### src/rtl/text_console_writer.sv
// Text console front end: turns an ASCII/control byte stream into single-beat
// writes to the 80x60 text-mode cell memory, owning the cursor and screen clears.
module text_console_writer #(
    parameter int         COLS    = 80,
    parameter int         ROWS    = 60,
    parameter logic [7:0] BLANK   = 8'h20,
    parameter int         TIMEOUT = 16
) (
    input  logic        clk,
    input  logic        reset,
    input  logic        ch_valid,
    input  logic [7:0]  ch_data,
    output logic        ch_ready,
    input  logic        clear_req,
    output logic        busy,
    output logic [6:0]  cursor_x,
    output logic [5:0]  cursor_y,
    output logic        timeout_err,
    output logic        STB,
    output logic        WE,
    output logic [31:0] ADDR,
    output logic [31:0] DAT_O,
    input  logic        ACK
);

    localparam int CELLS = COLS * ROWS;
    localparam int TW    = $clog2(TIMEOUT + 1);

    typedef enum logic [1:0] {IDLE, CLEAR, ROWCLR, WRITE} state_t;

    state_t        state_q, state_d;
    logic          stb_q;
    logic [TW-1:0] tcnt_q;
    logic [12:0]   idx_q;
    logic          clr_pend_q;
    logic          wr_pend_q;
    logic          wr_char_q;
    logic          row_after_q;
    logic [7:0]    wr_dat_q;

    logic          hs;
    logic          is_print, is_lf, is_cr, is_bs, is_ff;
    logic          bus_tmo, bus_done;
    logic          decide, more, launch;
    logic          start_clear, restart;
    logic [5:0]    y_inc;
    logic [12:0]   row_base;
    logic [12:0]   launch_addr;
    logic [7:0]    launch_dat;

    assign STB = stb_q;
    assign WE  = stb_q;

    assign is_print = (ch_data >= 8'h20) && (ch_data <= 8'h7E);
    assign is_lf    = (ch_data == 8'h0A);
    assign is_cr    = (ch_data == 8'h0D);
    assign is_bs    = (ch_data == 8'h08);
    assign is_ff    = (ch_data == 8'h0C);

    assign hs       = ch_valid && ch_ready;
    assign y_inc    = (cursor_y == 6'(ROWS - 1)) ? 6'd0 : cursor_y + 6'd1;
    assign row_base = 13'(cursor_y) * 13'(COLS);

    // ACK only counts while STB is high, so the stale ACK in the gap cycle is ignored.
    assign bus_tmo  = stb_q && !ACK && (tcnt_q == TW'(TIMEOUT - 1));
    assign bus_done = stb_q && (ACK || bus_tmo);

    // Any non-IDLE cycle with STB low is the gap: either launch the next cell or leave.
    assign decide      = (state_q != IDLE) && !stb_q;
    assign launch      = decide && more;
    assign start_clear = (state_q == IDLE) && (clr_pend_q || (hs && is_ff));
    assign restart     = bus_done && (state_q == CLEAR) && clr_pend_q;

    always_comb begin
        more = 1'b0;
        case (state_q)
            CLEAR:   more = (idx_q < 13'(CELLS));
            ROWCLR:  more = (idx_q < 13'(COLS));
            WRITE:   more = wr_pend_q;
            default: more = 1'b0;
        endcase
    end

    always_comb begin
        launch_addr = row_base + 13'(cursor_x);
        launch_dat  = BLANK;
        case (state_q)
            CLEAR:   launch_addr = idx_q;
            ROWCLR:  launch_addr = row_base + idx_q;
            WRITE:   launch_dat  = wr_dat_q;
            default: launch_dat  = BLANK;
        endcase
    end

    // State register; reset lands in CLEAR so release runs the power-on clear.
    always_ff @(posedge clk or negedge reset) begin
        if (!reset) state_q <= CLEAR;
        else        state_q <= state_d;
    end

    always_comb begin
        state_d = state_q;
        case (state_q)
            IDLE: begin
                if (start_clear) begin
                    state_d = CLEAR;
                end else if (hs) begin
                    if (is_print || (is_bs && cursor_x != 7'd0)) state_d = WRITE;
                    else if (is_lf)                              state_d = ROWCLR;
                end
            end
            CLEAR, ROWCLR: begin
                if (decide && !more) state_d = IDLE;
            end
            WRITE: begin
                if (decide && !more) state_d = row_after_q ? ROWCLR : IDLE;
            end
            default: state_d = IDLE;
        endcase
    end

    always_comb begin
        ch_ready = (state_q == IDLE) && !clr_pend_q;
        busy     = (state_q != IDLE);
    end

    always_ff @(posedge clk or negedge reset) begin
        if (!reset) begin
            stb_q  <= 1'b0;
            tcnt_q <= '0;
            ADDR   <= '0;
            DAT_O  <= '0;
        end else if (launch) begin
            stb_q  <= 1'b1;
            tcnt_q <= '0;
            ADDR   <= {19'd0, launch_addr};
            DAT_O  <= {24'd0, launch_dat};
        end else if (bus_done) begin
            stb_q  <= 1'b0;
        end else if (stb_q && !ACK) begin
            tcnt_q <= tcnt_q + TW'(1);
        end
    end

    always_ff @(posedge clk or negedge reset) begin
        if (!reset)                      timeout_err <= 1'b0;
        else if (start_clear || restart) timeout_err <= 1'b0;
        else if (bus_tmo)                timeout_err <= 1'b1;
    end

    // A new clear_req always wins over consumption so back-to-back requests are not lost.
    always_ff @(posedge clk or negedge reset) begin
        if (!reset)                      clr_pend_q <= 1'b0;
        else if (clear_req)              clr_pend_q <= 1'b1;
        else if (start_clear || restart) clr_pend_q <= 1'b0;
    end

    always_ff @(posedge clk or negedge reset) begin
        if (!reset)                               idx_q <= '0;
        else if (restart || state_d != state_q)   idx_q <= '0;
        else if (bus_done && state_q != WRITE)    idx_q <= idx_q + 13'd1;
    end

    always_ff @(posedge clk or negedge reset) begin
        if (!reset) begin
            cursor_x <= '0;
            cursor_y <= '0;
        end else if (state_q == CLEAR && state_d == IDLE) begin
            cursor_x <= '0;
            cursor_y <= '0;
        end else if (hs) begin
            if (is_lf) begin
                cursor_x <= '0;
                cursor_y <= y_inc;
            end else if (is_cr) begin
                cursor_x <= '0;
            end else if (is_bs && cursor_x != 7'd0) begin
                cursor_x <= cursor_x - 7'd1;
            end
        end else if (bus_done && state_q == WRITE && wr_char_q) begin
            // Printable characters advance even when the write was abandoned.
            if (cursor_x == 7'(COLS - 1)) begin
                cursor_x <= '0;
                cursor_y <= y_inc;
            end else begin
                cursor_x <= cursor_x + 7'd1;
            end
        end
    end

    always_ff @(posedge clk or negedge reset) begin
        if (!reset) begin
            wr_pend_q   <= 1'b0;
            wr_char_q   <= 1'b0;
            row_after_q <= 1'b0;
            wr_dat_q    <= '0;
        end else if (hs && is_print) begin
            wr_pend_q   <= 1'b1;
            wr_char_q   <= 1'b1;
            row_after_q <= 1'b0;
            wr_dat_q    <= ch_data;
        end else if (hs && is_bs && cursor_x != 7'd0) begin
            wr_pend_q   <= 1'b1;
            wr_char_q   <= 1'b0;
            row_after_q <= 1'b0;
            wr_dat_q    <= BLANK;
        end else begin
            if (launch && state_q == WRITE) wr_pend_q <= 1'b0;
            if (bus_done && state_q == WRITE && wr_char_q && cursor_x == 7'(COLS - 1))
                row_after_q <= 1'b1;
        end
    end

endmodule

### config.mk
export PLATFORM = sky130hd
export DESIGN_NAME = text_console_writer
export DESIGN_NICKNAME = d
export VERILOG_FILES = /design/src/rtl/text_console_writer.sv
export SDC_FILE = /design/constraint.sdc
export NUM_CORES = 1
export LEC_CHECK = 0
export CAP_MARGIN = 20
export CORE_AREA = 2 2 120 110
export DETAILED_ROUTE_END_ITERATION = 6
export DIE_AREA = 0 0 122 112
export PLACE_DENSITY_LB_ADDON = 0.2
export SYNTH_ARGS = -nofsm -noshare
export SYNTH_HDL_FRONTEND = slang
export SYNTH_SLANG_ARGS = --single-unit
export TNS_END_PERCENT = 10
### constraint.sdc
create_clock -name clk -period 3.6 [get_ports clk]
set_input_delay 0.72 -clock clk [delete_from_list [all_inputs] [get_ports clk]]
set_output_delay 0.72 -clock clk [all_outputs]
set_load 0.01 [all_outputs]
Word-level counts from Yosys, hierarchy flattened:

Cells that the tools add are included.
Widths: inputs -> output; s select.

* bits in registers: 68
* bits in latches: 0
* output and inout bits: 82
* ROM bits: 0
* memories kept: 0
* memory bits (writable): 0
* bits of input ports: 13
* word-level logic and storage cells: 136

* magnitude comparators: 4
* eq/ne operators: 15
* shift operators: 0
* mux-type cells: 45
* add/subtract/negate cells: 7
* multipliers: 1
* reductions and logical operators: 50
* divide/modulo/power cells: 0
* bitwise logic cells: 0

Operators with widths (count)
* $mux 7: 7
* $mux 6: 6
* $eq 8x4->1 const B: 4
* $mux 13: 2
* $pmux 13 s2: 1
* $mux 8: 3
* $logic_and 1x1->1: 23
* $mux 5: 3
* $mux 1: 14
* $mux 2: 7
* $reduce_bool 2->1: 7
* $add 13x1->13 const B: 1
* $add 13x13->13: 1
* $add 13x7->13: 1
* $lt 13x13->1 const B: 1
* $lt 13x7->1 const B: 1
* $reduce_bool 3->1: 4
* $mul 6x3->9 const B: 1
* $ge 8x6->1 const B: 1
* $le 8x7->1 const B: 1
* $add 7x1->7 const B: 1
* $eq 7x7->1 const B: 1
* $reduce_bool 7->1: 1
* $sub 7x1->7 const B: 1
* 19 further kinds: 29

Logic depth before layout (Yosys ltp):

* depth after elaboration: 12
* mapped depth: 13
* gate-level depth less buffers: 13

Least setup slack after synthesis:

OpenSTA, ideal clock, no wires.

* path kind: reg2reg
* start point: register state_q[0]
* end point: register ADDR[12]
* period minus slack after synthesis: 2843 ps
* library setup time: 140 ps
* setup slack: 757 ps
* required time: 3460 ps
* arrival time: 2703 ps
* buffers on the path: 1
* cell stages (with the launch flop): 14
* path through: dfstp_2 > inv_1 > ha_1 > clkbuf_1 > mux2_2 > ha_1 > inv_1 > fa_1 > nor2b_1 > o2111ai_1 > nand3_1 > nand2_1 > a221oi_1 > a31oi_1

* word-level cells in the longest chain between the ends: 3
* elaborated cells between the ends (all ways): 8
* those cells by class: eq/ne: 3; mux: 2; reduce/logical: 3

Ends and longest elaborated chain
* start, declared: line 31 `state_t state_q, state_d;`
* start signal, assigned: line 98 `else state_q <= state_d;`
* $eq 2x2->1 (tied with other cells): line 76 `case (state_q)`
* $pmux 1 s3 / $logic_and 1x1->1 (equally long branches): line 76, 69
* $logic_and 1x1->1: line 70 `assign launch = decide && more;`
* end signal, assigned: line 136 `ADDR <= {19'd0, launch_addr};`
* end, declared: line 21 `output logic [31:0] ADDR,`

Parallel ways exist; a longest one is shown, timed or not.
A chain may end at the register's enable or synchronous reset.

Final worst setup path:

Same ends and word-level chain as after synthesis.

==> results_dict.tcl <==
set metrics [dict create \
    status "finished, final reports clean" \
    synth_ff_type "dfrtp_1" \
    synth-edff-count 0 \
    irDropWorstVdd_mv 0.266 \
    finalHoldViolCount 0 \
    die_x_um 122 \
    dr.pass1.iters 5 \
    port_buffers 51 \
    synthTopCellsByArea "dfrtp_1 34%, buf_4 6.9%, ha_1 6.9%, a21oi_1 3.9%, nand2_1 3.4%" \
    cts_setup_buffers 0 \
    h-tree-depth 3 \
    clkTransAtPathRegs_ns 0.06 \
    rsz0062_at_grt "false" \
    worst_slew_pin_slew_ns 0.831 \
    drv_slew 0 \
    cts_sinks 68 \
    drc_errors 0 \
    cp_top_family "adder cells" \
    fmax_mhz 315 \
    post_dp_cell_area_um2 5400 \
    yosysSeqAreaShare_pct 35.0 \
    die_area_um2 13700 \
    clk_latency_ns 0.34 \
    finalCritPeriodShare_pct 88.2 \
    wl_per_cell_um 15.3 \
    drv_cap 0 \
    crit_slowest_cell "dfstp_2" \
    synth_top_area_share_pct 34.4 \
    yosys_warnings 0 \
    syn_area_um2 4870 \
    routed_wirelength_mm 11.8 \
    syn_inst 548 \
    gp_congestion 0.848 \
    overflow 0 \
    cts-resized-gates 0 \
    dp_hpwl_mm 8.58 \
    fp-row-count 39 \
    start_kind "flop" \
    cts_hold_buf 0 \
    cts-root-buf "clkbuf_16" \
    ys_async_sr_fraction_pct 100 \
    synth.avg_cell_area_um2 8.89 \
    core_um2 12400 \
    ys_ff_latch 68 \
    synth_top_area_cell "dfrtp_1" \
    leakagePower_nw 2.56 \
    worst-path-buf-inv 2 \
    drt_iter0_drc 238 \
    vias 4067 \
    crit_path_end_kind "flop" \
    grt.total_usage_pct 17.6 \
    drive_gt1_share_pct 9.12 \
    critical_path_class "flop to flop" \
    io_pins 95 \
    p_per_area_nw_per_um2 594 \
    stdcell_area_um2 5710 \
    synth_cell_types 69 \
    diodes 0 \
    critPathMaxFanout 15 \
    hold_path.class "input pin to async pin" \
    final_nets 640 \
    viasPerCell 5.30 \
    finalClockSkew_ns 0.00690 \
    relSlewSlack_pct 44.6 \
    path_cells "inv_1 -> ha_1 -> mux2_2 -> ha_1 -> inv_1 -> fa_1 -> nor2b_1 -> o2111ai_1 -> nand3_1 -> nand2_1 -> a221oi_1 -> a31oi_1" \
    clockBufferDepth 2 \
    setup-violations-final 0 \
    arrival_ns 3.36 \
    grt_max_degree 51 \
    holdWs_ns 0.485 \
    cts_tree "done" \
    finalPower_mw 3.39 \
    initial_core_util_pct 39.1 \
    slowest_delay_ns 0.59 \
    grt_antenna_before_repair 0 \
    first_global_vias 3849 \
    die_h_um 112 \
    cp.required_ns 3.79 \
    final.setup.tns_ns 0 \
    fin_crit_ns 3.17 \
    syn_to_final_growth_pct 17.3 \
    grt_first_pass_wirelength_mm 18.9 \
    ant_nets 0 \
    cts_made_buffers 9 \
]
worst reg2reg max path: cells and delay by family (launching register included):
kind                       cells  cell delay (ns)
and+or+nand+nor                3             0.45
adders and majority gates      3             0.96
DFF                            1             0.59
buffers and inverters          2             0.18
AOI/OAI and AO/OA              3             0.55
muxes                          1             0.30
cell usage after synthesis, types with 3 or more instances:
library cell and instances:
a221oi_1 3, nand3_1 21, o211ai_1 3, and4_1 3, xor2_1 15, ha_1 27, nor3b_1 5, nor4_1 4
dfrtp_1 67, a32oi_1 3, a21oi_1 38, buf_4 45, mux2i_1 5, o21a_1 5, buf_1 3, o21ai_0 29
a211oi_1 6, inv_1 30, xnor2_1 8, nor2b_1 6, a22oi_1 8, nand2_1 44, or2_2 5, and3b_1 3
a21o_1 4, mux2_2 3, a31oi_1 5, and2_1 8, o211a_1 4, clkbuf_1 11, o21bai_1 3, nor3_2 10
o31a_1 3, and3_1 6, nor3_1 17, or3_1 3, o31ai_1 4, nor2_1 35, nand4_1 5, buf_2 4
report_power, final:
group          switching, mW  internal [mW]
Clock                  0.360          0.548
Combinational          0.798          0.568
Sequential             0.167          0.951
layout make-up:
type | instances | area (um^2)
Timing Repair Buffer | 61 | 593
Fill cell | 1257 | 6730
Inverter | 30 | 113
Clock inverter | 7 | 82.6
Tap cell | 164 | 205
Multi-Input combinational cell | 428 | 2790
Sequential cell | 68 | 1700
Clock buffer | 9 | 225
registers in the layout (all words and copies together) (netlist names):
name and flops:
STB 1, cursor_x 7, wr_char_q 1, wr_dat_q 8, DAT_O 8, tcnt_q 5
timeout_err 1, cursor_y 6, wr_pend_q 1, idx_q 13, row_after_q 1, ADDR 13
clr_pend_q 1, state_q 2
worst paths after layout:
path | cells past startpoint | slack [ns] | end | startpoint
min in group clk | 1 | 0.50 | wr_dat_q[7] | wr_dat_q[7]
setup / recovery | 12 | 0.43 | ADDR[12] | state_q[0]
hold reg to reg | 1 | 0.50 | wr_dat_q[7] | wr_dat_q[7]
setup reg to reg | 12 | 0.43 | ADDR[12] | state_q[0]
hold / removal | 1 | 0.49 | ADDR[12] | reset
max in group asynchronous | 2 | 2.40 | state_q[0] | reset
metal layers:
layer / vias up / GRT usage [%] / part of all wire, %
met3: 16 / 4.41 / 5.3
met2: 120 / 28.5 / 48
met5: - / 0 / 0
met4: 0 / 4.60 / 1.2
met1: 1946 / 23.3 / 46
li1: 1985 / - / -
per-stage QoR:
step           cells  worst slack (ns)  util, %
6_report         767             0.426     45.9
5_1_grt          767             0.157     45.9
4_1_cts          767             0.442     45.9
3_5_place_dp     751             0.167     43.4
3_3_place_gp     751             0.246     43.4
2_1_floorplan    590             0.757        -
logic make-up (layout without fill, tap and decap cells):
| group | after synthesis | in the layout | synth area share [%] |
|---|---|---|---|
| xor+xnor | 23 | 23 | 4.14 |
| compound gates | 137 | 137 | 19.1 |
| flops | 68 | 68 | 35.0 |
| buf+inv | 94 | 107 | 11.0 |
| other cells | 1 | 43 | 0.0770 |
| mux | 8 | 8 | 1.72 |
| fa+ha+maj | 29 | 29 | 7.76 |
| simple gates | 188 | 188 | 21.3 |
cell usage in the layout (no fill, tap or decap), types with 6 or more instances in the layout:
master	Yosys	layout
xor2_1	15	15
nor2b_1	6	6
nor3_2	10	10
and3_1	6	6
a211oi_1	6	6
a21oi_1	38	38
inv_1	30	30
conb_1	1	43
o21ai_0	29	29
nand2_1	44	44
xnor2_1	8	8
a22oi_1	8	8
buf_4	45	9
nand3_1	21	21
ha_1	27	27
and2_1	8	8
clkbuf_16	0	9
clkdlybuf4s50_1	0	50
nor2_1	35	35
dfrtp_1	67	67
nor3_1	17	17
Note: power is estimated with default switching activity, not from simulation.
